## src/rtl/pipeline_bus_pkg.sv

```systemverilog
`default_nettype none
// ============================================================================
// pipeline_bus_pkg : shared encodings for the IF/MEM bus arbiter
// Rev 1.0
// ============================================================================
package pipeline_bus_pkg;

    localparam int CTRL_W = 3;

    // Instruction fetches are always full doubleword reads.
    localparam logic [CTRL_W-1:0] IF_RD_CTRL = 3'b111;

    typedef enum logic [1:0] {
        ST_IDLE   = 2'd0,
        ST_GNT_IF = 2'd1,
        ST_GNT_DM = 2'd2
    } arb_state_e;

endpackage
`default_nettype wire

```

## src/rtl/bus_timeout_counter.sv

```systemverilog
`default_nettype none
// ============================================================================
// bus_timeout_counter : counts cycles of an outstanding bus access
// Rev 1.0
// ============================================================================
module bus_timeout_counter #(
    parameter int TIMEOUT = 15
) (
    input  logic clk,
    input  logic reset,
    input  logic clear,
    input  logic enable,
    output logic expired
);

    // The count never needs to exceed TIMEOUT-1: that value marks the last cycle.
    localparam int CNT_W = $clog2(TIMEOUT);
    localparam logic [CNT_W-1:0] LAST = CNT_W'(TIMEOUT - 1);

    logic [CNT_W-1:0] count_q;
    logic [CNT_W-1:0] count_d;

    assign expired = (count_q == LAST);

    always_comb begin
        count_d = count_q;
        if (clear) begin
            count_d = '0;
        end else if (enable && !expired) begin
            count_d = count_q + CNT_W'(1);
        end
    end

    always_ff @(posedge clk or negedge reset) begin
        if (!reset) begin
            count_q <= '0;
        end else begin
            count_q <= count_d;
        end
    end

endmodule
`default_nettype wire

```

## src/rtl/pipeline_bus_arbiter.sv

```systemverilog
`default_nettype none
// ============================================================================
// pipeline_bus_arbiter : shares one memory bus between IF and the MEM stage
// Rev 1.0
// ============================================================================
module pipeline_bus_arbiter
    import pipeline_bus_pkg::*;
#(
    parameter int ADDR_W   = 64,
    parameter int DATA_W   = 64,
    parameter int TIMEOUT  = 15,
    parameter int DM_BURST = 2
) (
    input  logic              clk,
    input  logic              reset,
    input  logic              if_req,
    input  logic [ADDR_W-1:0] if_addr,
    output logic [DATA_W-1:0] if_rdata,
    output logic              if_ready,
    input  logic [CTRL_W-1:0] dm_rd_ctrl,
    input  logic [CTRL_W-1:0] dm_wr_ctrl,
    input  logic [ADDR_W-1:0] dm_addr,
    input  logic [DATA_W-1:0] dm_din,
    output logic [DATA_W-1:0] dm_dout,
    output logic              dm_ready,
    output logic              bus_valid,
    output logic [ADDR_W-1:0] bus_addr,
    output logic [DATA_W-1:0] bus_wdata,
    output logic [CTRL_W-1:0] bus_rd_ctrl,
    output logic [CTRL_W-1:0] bus_wr_ctrl,
    input  logic              bus_ack,
    input  logic [DATA_W-1:0] bus_rdata,
    output logic              stall_if,
    output logic              stall_mem,
    output logic              bus_err
);

    localparam int STREAK_W = $clog2(DM_BURST + 1);

    arb_state_e          state_q, state_d;
    logic                bus_valid_q, bus_valid_d;
    logic [ADDR_W-1:0]   bus_addr_q, bus_addr_d;
    logic [DATA_W-1:0]   bus_wdata_q, bus_wdata_d;
    logic [CTRL_W-1:0]   bus_rd_ctrl_q, bus_rd_ctrl_d;
    logic [CTRL_W-1:0]   bus_wr_ctrl_q, bus_wr_ctrl_d;
    logic [DATA_W-1:0]   if_rdata_q, if_rdata_d;
    logic                if_ready_q, if_ready_d;
    logic [DATA_W-1:0]   dm_dout_q, dm_dout_d;
    logic                dm_ready_q, dm_ready_d;
    logic                bus_err_q, bus_err_d;
    logic [STREAK_W-1:0] streak_q, streak_d;

    logic dm_req;
    logic if_pend;
    logic dm_pend;
    logic streak_full;
    logic grant_if;
    logic grant_dm;
    logic timer_clear;
    logic timer_en;
    logic timer_expired;

    // A requester whose ready is pulsing still shows its old, already-served request.
    assign dm_req      = (|dm_rd_ctrl) | (|dm_wr_ctrl);
    assign if_pend     = if_req & ~if_ready_q;
    assign dm_pend     = dm_req & ~dm_ready_q;
    assign streak_full = (streak_q == STREAK_W'(DM_BURST));

    assign timer_en    = (state_q != ST_IDLE);
    assign timer_clear = (state_q == ST_IDLE) || (state_d != state_q);

    bus_timeout_counter #(
        .TIMEOUT (TIMEOUT)
    ) u_timeout (
        .clk     (clk),
        .reset   (reset),
        .clear   (timer_clear),
        .enable  (timer_en),
        .expired (timer_expired)
    );

    always_comb begin
        state_d       = state_q;
        bus_valid_d   = bus_valid_q;
        bus_addr_d    = bus_addr_q;
        bus_wdata_d   = bus_wdata_q;
        bus_rd_ctrl_d = bus_rd_ctrl_q;
        bus_wr_ctrl_d = bus_wr_ctrl_q;
        if_rdata_d    = if_rdata_q;
        if_ready_d    = 1'b0;
        dm_dout_d     = dm_dout_q;
        dm_ready_d    = 1'b0;
        bus_err_d     = 1'b0;
        grant_if      = 1'b0;
        grant_dm      = 1'b0;

        case (state_q)
            ST_IDLE: begin
                if (dm_pend && !(if_pend && streak_full)) begin
                    grant_dm = 1'b1;
                end else if (if_pend) begin
                    grant_if = 1'b1;
                end
            end
            ST_GNT_IF: begin
                if (bus_ack || timer_expired) begin
                    if_rdata_d  = bus_ack ? bus_rdata : '0;
                    if_ready_d  = 1'b1;
                    bus_err_d   = ~bus_ack;
                    bus_valid_d = 1'b0;
                    state_d     = ST_IDLE;
                    grant_dm    = bus_ack & dm_pend;
                end
            end
            ST_GNT_DM: begin
                if (bus_ack || timer_expired) begin
                    dm_dout_d   = (bus_ack && (bus_wr_ctrl_q == '0)) ? bus_rdata : '0;
                    dm_ready_d  = 1'b1;
                    bus_err_d   = ~bus_ack;
                    bus_valid_d = 1'b0;
                    state_d     = ST_IDLE;
                    grant_if    = bus_ack & if_pend;
                end
            end
            default: begin
                state_d = ST_IDLE;
            end
        endcase

        if (grant_dm) begin
            state_d       = ST_GNT_DM;
            bus_valid_d   = 1'b1;
            bus_addr_d    = dm_addr;
            bus_wdata_d   = dm_din;
            bus_rd_ctrl_d = dm_rd_ctrl;
            bus_wr_ctrl_d = dm_wr_ctrl;
        end else if (grant_if) begin
            state_d       = ST_GNT_IF;
            bus_valid_d   = 1'b1;
            bus_addr_d    = if_addr;
            bus_wdata_d   = '0;
            bus_rd_ctrl_d = IF_RD_CTRL;
            bus_wr_ctrl_d = '0;
        end

        if (!if_req || grant_if) begin
            streak_d = '0;
        end else if (grant_dm && !streak_full) begin
            streak_d = streak_q + STREAK_W'(1);
        end else begin
            streak_d = streak_q;
        end
    end

    always_ff @(posedge clk or negedge reset) begin
        if (!reset) begin
            state_q       <= ST_IDLE;
            bus_valid_q   <= 1'b0;
            bus_addr_q    <= '0;
            bus_wdata_q   <= '0;
            bus_rd_ctrl_q <= '0;
            bus_wr_ctrl_q <= '0;
            if_rdata_q    <= '0;
            if_ready_q    <= 1'b0;
            dm_dout_q     <= '0;
            dm_ready_q    <= 1'b0;
            bus_err_q     <= 1'b0;
            streak_q      <= '0;
        end else begin
            state_q       <= state_d;
            bus_valid_q   <= bus_valid_d;
            bus_addr_q    <= bus_addr_d;
            bus_wdata_q   <= bus_wdata_d;
            bus_rd_ctrl_q <= bus_rd_ctrl_d;
            bus_wr_ctrl_q <= bus_wr_ctrl_d;
            if_rdata_q    <= if_rdata_d;
            if_ready_q    <= if_ready_d;
            dm_dout_q     <= dm_dout_d;
            dm_ready_q    <= dm_ready_d;
            bus_err_q     <= bus_err_d;
            streak_q      <= streak_d;
        end
    end

    assign bus_valid   = bus_valid_q;
    assign bus_addr    = bus_addr_q;
    assign bus_wdata   = bus_wdata_q;
    assign bus_rd_ctrl = bus_rd_ctrl_q;
    assign bus_wr_ctrl = bus_wr_ctrl_q;
    assign if_rdata    = if_rdata_q;
    assign if_ready    = if_ready_q;
    assign dm_dout     = dm_dout_q;
    assign dm_ready    = dm_ready_q;
    assign bus_err     = bus_err_q;
    assign stall_if    = if_pend;
    assign stall_mem   = dm_pend;

endmodule
`default_nettype wire

```

## config.mk

```make
export PLATFORM = sky130hd
export DESIGN_NAME = pipeline_bus_arbiter
export DESIGN_NICKNAME = d
export VERILOG_FILES = /design/src/rtl/pipeline_bus_pkg.sv /design/src/rtl/bus_timeout_counter.sv /design/src/rtl/pipeline_bus_arbiter.sv
export SDC_FILE = /design/constraint.sdc
export NUM_CORES = 1
export LEC_CHECK = 0
export CELL_PAD_IN_SITES_DETAIL_PLACEMENT = 0
export CELL_PAD_IN_SITES_GLOBAL_PLACEMENT = 1
export CORE_AREA = 3 3 206 208
export CTS_CLUSTER_DIAMETER = 50
export DETAILED_ROUTE_END_ITERATION = 12
export DIE_AREA = 0 0 209 211
export GPL_TIMING_DRIVEN = 0
export PLACE_DENSITY_LB_ADDON = 0.1
export SLEW_MARGIN = 20
export SYNTH_ARGS = -nofsm -noshare
export SYNTH_HDL_FRONTEND = slang
export SYNTH_SLANG_ARGS = --single-unit
```

## constraint.sdc

```tcl
create_clock -name clk -period 2.23 [get_ports clk]
set_input_delay 0.446 -clock clk [delete_from_list [all_inputs] [get_ports clk]]
set_output_delay 0.446 -clock clk [all_outputs]
set_load 0.02 [all_outputs]
```

==> flow_summary.yaml <==
placement:
  place_ws_ps: -677
  dpl_cell_area_um2: 17000
  dp_cells: 2001
  gp_congestion: 0.802
  hpwl_mm: 33.4
  numPortBuffers: 533
timing:
  setup_viol: 0
  setup_ws_ps: 96.0
  worst_clock_skew_ps: 22.9
  rsz0062_at_grt: "yes"
  final_max_slew_viol_count: 0
  slew_headroom: 0.630
  period_share: 0.957
  finalHoldViolations: 0
  setup_tns_ps: 0
  max_freq_mhz: 469
  holdWs_ps: 404
  worstMarginPinSlew_ps: 555
  period_needed_ps: 2130
cts:
  clkTransAtPathRegs_ps: 50
  cts_buffers: 41
  clock_path_buffers: 3
  cts-root-buf: "clkbuf_16"
  cts_tree: "built"
  clkSinkCount: 274
  insertion_delay_ps: 550
  htreeDepth: 2
run:
  maxCapViolCount: 0
detailed_routing:
  via_per_inst: 4.57
  wl_per_cell_um: 21.4
  via_count: 9557
  drt.antenna.violating_nets: 0
  first_pass_iters: 4
  wirelength_mm: 44.7
  post-route-drc-count: 0
  drt-initial-drc-count: 355
power:
  swShare: 0.389
  seqPwrFrac: 0.285
  peakVddDrop_mv: 0.715
  internal-power_mw: 18.0
  total_leakage_power_nw: 8.67
  p_switching_mw: 11.4
  power.density_nw_per_um2: 1580
  power_mw: 29.4
  pwr-share-clk: 0.221
  power_frac_comb: 0.494
worst_setup_path:
  worst_ep_arrival_time_ps: 2520
  critPathKind: "reg2reg"
  r2r-end: "bus_addr[44]"
  r2r_slack_ps: 100
  crit_buf_inv: 5
  rr_worst_depth: 11
  timing.rr.start: "state_q[1]"
  worst-endpoint-required_ps: 2620
  cp_common_cell: "buf_6"
  cp_slowest_cell: "dfrtp_1"
  crit_family: "buffers and inverters"
  worstPathCellList: "inv_2 > ha_1 > and2_1 > a21o_1 > and2_1 > buf_6 > buf_6 > buf_6 > buf_4 > nand2_1 > o21ai_1"
  path_max_fanout: 10
  end_kind: "register"
  cp-start-kind: "register"
  slowest_delay_ps: 410
global_route:
  antenna_found_initial: 3
  gr-total-overflow: 0
  grt_pass1_wl_mm: 66.9
  grt_usage: 0.198
  grt_pass1_vias: 10200
  grt_max_degree: 91
yosys:
  ys_seq_area_frac: 0.631
  ys_seq_elements: 274
  synth_nets: 1206
  yosysWarningCount: 0
  synth_ff_type: "dfrtp_1"
  synth_area_leaders: "dfrtp_1 (63%), a22o_1 (11%), nand2_1 (7.0%)"
  postSynthCellCount: 933
  yosysUniqueCellTypes: 36
  yosys.area.top_type: "dfrtp_1"
  synth-edff-count: 0
  avgSynthCellArea_um2: 11.6
  synth_top_area_share: 0.631
  synth_area_um2: 10900
  async_flop_share: 1.00
finish:
  fin_area_um2: 18600
  layout_commonest_cell: "clkdlybuf4s50_1"
  final_cell_mix: "clkdlybuf4s50_1 (530), dfrtp_1 (274), nand2_1 (203), a22o_1 (131), nand3_1 (66)"
  areaGrowthSynthToFinish_pct: 70.8
  fin_nets: 1799
  utilization: 0.456
  drive_gt1_frac: 0.0958
  finalNonFillerCells: 2089
floorplan:
  die_x_um: 209
  pin_count: 534
  rows: 74
  core-area_um2: 40700
  dieArea_um2: 44100
  die_height_um: 211
  start_util: 0.267
run_status:
  outcome: "complete, no violations"
worst_hold_path:
  min_path_type: "in2async"
-- worst max-delay path by stage --
stage                                    start             to  slack, ps  cells after the start
after detailed placement               bus_ack   if_rdata[48]       -680                      6
after global routing                state_q[1]   bus_addr[39]        -30                     11
after CTS                 u_timeout.count_q[0]    dm_dout[32]          3                     10
after global placement                   reset  bus_wdata[24]     -12280                      1
final                               state_q[1]   bus_addr[44]        100                     11
after floorplan                     state_q[0]   bus_addr[29]        240                      9
-- cell usage after synthesis, types with 7 or more instances --
cell	count
clkbuf_1	28
buf_6	9
buf_2	18
o21ai_1	30
ha_1	7
dfrtp_1	274
buf_1	15
nand3_1	67
mux2i_1	66
inv_1	7
nand2_1	204
o21ai_0	37
a22o_1	131
-- flip-flops by register name, summed over array words and instances (netlist names) --
| signal | count |
|---|---|
| bus_wr_ctrl | 3 |
| bus_wdata | 64 |
| u_timeout.count_q | 4 |
| dm_ready | 1 |
| dm_dout | 64 |
| bus_addr | 64 |
| bus_err | 1 |
| bus_valid | 1 |
| if_rdata | 64 |
| streak_q | 2 |
| bus_rd_ctrl | 3 |
| state_q | 2 |
| if_ready | 1 |
-- kinds of logic after synthesis --
family          after synthesis  share of synthesized area
flops                       274                      0.631
fa+ha+maj                     7                    0.00806
mux                          66                     0.0608
simple gates                289                      0.113
buf+inv                      78                     0.0356
compound gates              217                      0.150
xor+xnor                      2                    0.00161
-- power by group through the flow --
stage	registers, mW	logic (mW)	clock network, mW
after floorplan	10.9	4.79	0
after global placement	8.41	14.3	0
after detailed placement	8.39	14.4	0
after CTS	8.38	14.6	6.70
after global routing	8.66	15.6	6.88
final	8.38	14.5	6.49
-- metal layers --
layer  share of wire  GRT usage  vias up
li1                -          -     4490
met5         0.00020          0        -
met2            0.49      0.331      322
met3           0.077     0.0616       55
met4           0.019     0.0540        2
met1            0.41      0.250     4688
-- what timing repair did --
action | in CTS | in global routing
cloned | 0 | 0
resized for setup | 30 | 48
endpoints found under the setup margin | 221 | 235
endpoints found under the hold margin | 45 | 0
hold buffers | 1 | 0
setup buffers | 4 | 9
-- area by class of cell --
cell class	instances	area [um^2]
inverter	7	26.3
buffer	71	464
clock inverter	20	233
clock buffer	52	1130
fill	3910	22200
sequential	274	6860
timing repair buffer	550	5520
tap	532	666
multi-input combinational	581	3660
antenna	2	5.00
No activity file was read; power rests on OpenSTA's default activity.
==> edit, RTL diff (same settings) <==
`bus_addr_q`, `bus_wdata_q`, `if_rdata_q` and `dm_dout_q` no longer have a reset.
--- a/src/rtl/pipeline_bus_arbiter.sv
+++ b/src/rtl/pipeline_bus_arbiter.sv
@@ -156,30 +156,29 @@
         if (!reset) begin
             state_q       <= ST_IDLE;
             bus_valid_q   <= 1'b0;
-            bus_addr_q    <= '0;
-            bus_wdata_q   <= '0;
             bus_rd_ctrl_q <= '0;
             bus_wr_ctrl_q <= '0;
-            if_rdata_q    <= '0;
             if_ready_q    <= 1'b0;
-            dm_dout_q     <= '0;
             dm_ready_q    <= 1'b0;
             bus_err_q     <= 1'b0;
             streak_q      <= '0;
         end else begin
             state_q       <= state_d;
             bus_valid_q   <= bus_valid_d;
-            bus_addr_q    <= bus_addr_d;
-            bus_wdata_q   <= bus_wdata_d;
             bus_rd_ctrl_q <= bus_rd_ctrl_d;
             bus_wr_ctrl_q <= bus_wr_ctrl_d;
-            if_rdata_q    <= if_rdata_d;
             if_ready_q    <= if_ready_d;
-            dm_dout_q     <= dm_dout_d;
             dm_ready_q    <= dm_ready_d;
             bus_err_q     <= bus_err_d;
             streak_q      <= streak_d;
         end
+    end
+
+    always_ff @(posedge clk) begin
+        bus_addr_q  <= bus_addr_d;
+        bus_wdata_q <= bus_wdata_d;
+        if_rdata_q  <= if_rdata_d;
+        dm_dout_q   <= dm_dout_d;
     end
 
     assign bus_valid   = bus_valid_q;
Formal check against the unedited RTL: not equivalent (Yosys sat finds a counterexample within 4 cycles, from zero or initial values and one cycle with reset low).
==> edit against the original RTL <==
- first-iteration DRC count fell by 16%
- critical path depth fell by 6
- critical path type is now in2out
- via count fell by 17%
- synthesized cell count fell by 18%
- global-route usage fell by 2.4 points
- area after synthesis fell by 0.22%
- worst hold slack improved by 0.022 ns
- sequential share of layout area rose by 7.3 points
- final area fell by 0.80%
- sequential cell count did not move
- routed wire length fell by 10%
- setup slack got worse by 0.020 ns
- clock power fell by 8.8%
- power fell by 12%
- largest power group unchanged
==> edit: results (changes against the original RTL) <==
Final layout
  – Clock network area share: 6.65% (-0.68 points)
  – Fill count: 3809 (-2.6%)
  – Seq/total area: 44.2% (+7.3 points)
  – Layout cells sized above 1: 8.92% (-0.66 points)
  – Nonclk inv count: 9 (+2)
  – Antenna diode count: 4 (+2)
  – Multi-input logic area: 0.00254 mm^2 (-30%)
  – Multi-input combinational area share: 13.8% (-5.9 points)
  – # clk buffers: 44 (-15%)
  – Nets: 1625 (-9.7%)
  – Layout buffer count excluding clock buffers: 578 (-6.9%)

Routing
  – Routed vias/inst: 4.13 (-9.8%)
  – Initial drt markers: 297 (-16%)
  – WL met3: 4220 um (+23%)
  – Met2 Wirelength: 19700 um (-10%)
  – WL met1: 15100 um (-18%)
  – Final wirelength: 40000 um (-10%)

Worst setup path
  – CP Max Fanout: 5 (-5)
  – Worst Setup SP: dm_rd_ctrl[1]
  – R2r startpoint: state_q[0]$_DFF_PN0_
  – Worst R2R End: bus_wdata[44]$_SDFFCE_PP0P_
  – Worst reg-to-reg path cell count: 7 (-4)
  – CP max stage delay: 0.55 ns (+0.14 ns)
  – Critical Path AT: 1.71 ns (-0.81 ns)
  – Critical path's slowest cell: clkdlybuf4s50_1
  – Worst Setup EP: stall_mem

Yosys
  – Syn_nets: 1038 (-14%)
  – Area contributors post-synth: edfxtp_1 (71%), and2_1 (10%), nand2_1 (6.9%), dfrtp_1 (4.2%), and2_4 (1.6%)
  – Top cells by count, synth: edfxtp_1 (256), nand2_1 (199), and2_1 (173), clkbuf_1 (21), and2_4 (20)
  – Post-synthesis compound-gate area fraction: 2.41% (-13 points)
  – Synth async-reset ratio: 6.57% (-93 points)
  – Library cells used by synthesis: 42 (+17%)
  – XOR/XNOR Fraction of Synth Area: 0.0808% (-0.080 points)
  – Post-synth EDFFs: 256 (+256)
  – Sequential area share after synthesis: 75.0% (+12 points)
  – Adder-cell share of the synthesized area: 0.808% (+0.0018 points)

Global route
  – Gr usage total: 17.4% (-2.4 points)
  – M2 GR Usage: 29.3% (-3.7 points)
  – Grt met1 use: 19.6% (-5.5 points)
  – Largest net degree at the start of global routing: 67 (-26%)
  – Vias in the first global route: 8135 (-20%)
  – GR Layer Usage met3: 8.42% (+2.3 points)
  – First-pass GRT wire length: 56100 um (-16%)

Power
  – Worst VDD drop: 604 uV (-15%)
  – Leakage power: 6.95 nW (-20%)

Placement
  – Cell Area, Placed: 0.0170 mm^2 (+0.43%)
  – Final GP Congestion: 0.789 (-1.6%)
  – Pre-CTS setup slack: -0.871 ns (-0.194 ns)
  – Post-detail-place hpwl: 30400 um (-8.8%)

CTS
  – Setup repair bufs after CTS: 3 (-1)
  – H-tree depth: 2 (unchanged)
  – Clock buffer count from CTS: 38 (-7.3%)
  – CTS-repair resized insts: 16 (-47%)

Timing
  – Hold_ws: 0.425 ns (+0.0216 ns)
  – Fin Clk Skew: 0.0188 ns (-0.00408 ns)
  – Worst setup margin: 0.0757 ns (-0.0203 ns)
  – Worst slew margin: 39.7% (-23 points)

Run status
  – Outcome: finished clean
edit: cell count changes in the layout (fill, tap and decap cells not counted), moves of 8 or more:
cell      unedited run  this run
and2_4               0        20
buf_2               15         3
edfxtp_1             0       256
buf_1                8         0
nand3_1             66         3
clkbuf_2            14         6
o21ai_0             35         4
and2_1               2       173
buf_4               19         3
mux2i_1             64         1
o21ai_1             32         2
dfrtp_1            274        18
a22o_1             131         3
edit: critical path, delay by kind of cell:
family,cells,cell delay [ns]
AND/OR/NAND/NOR,1,0.07
buffers and inverters,3,0.93
AO/OA/AOI/OAI,1,0.25
edit: stage by stage:
stage                     cells  utilization (%)
after detailed placement   1836             41.8
after floorplan             765                -
final                      1915             45.2
after CTS                  1907             45.0
after global routing       1915             45.2
after global placement     1830             41.4
edit: power by group:
group / switching (mW) / internal [mW]
Combinational: 6.52 / 4.67
Clock: 2.26 / 3.66
Sequential: 0.537 / 8.28
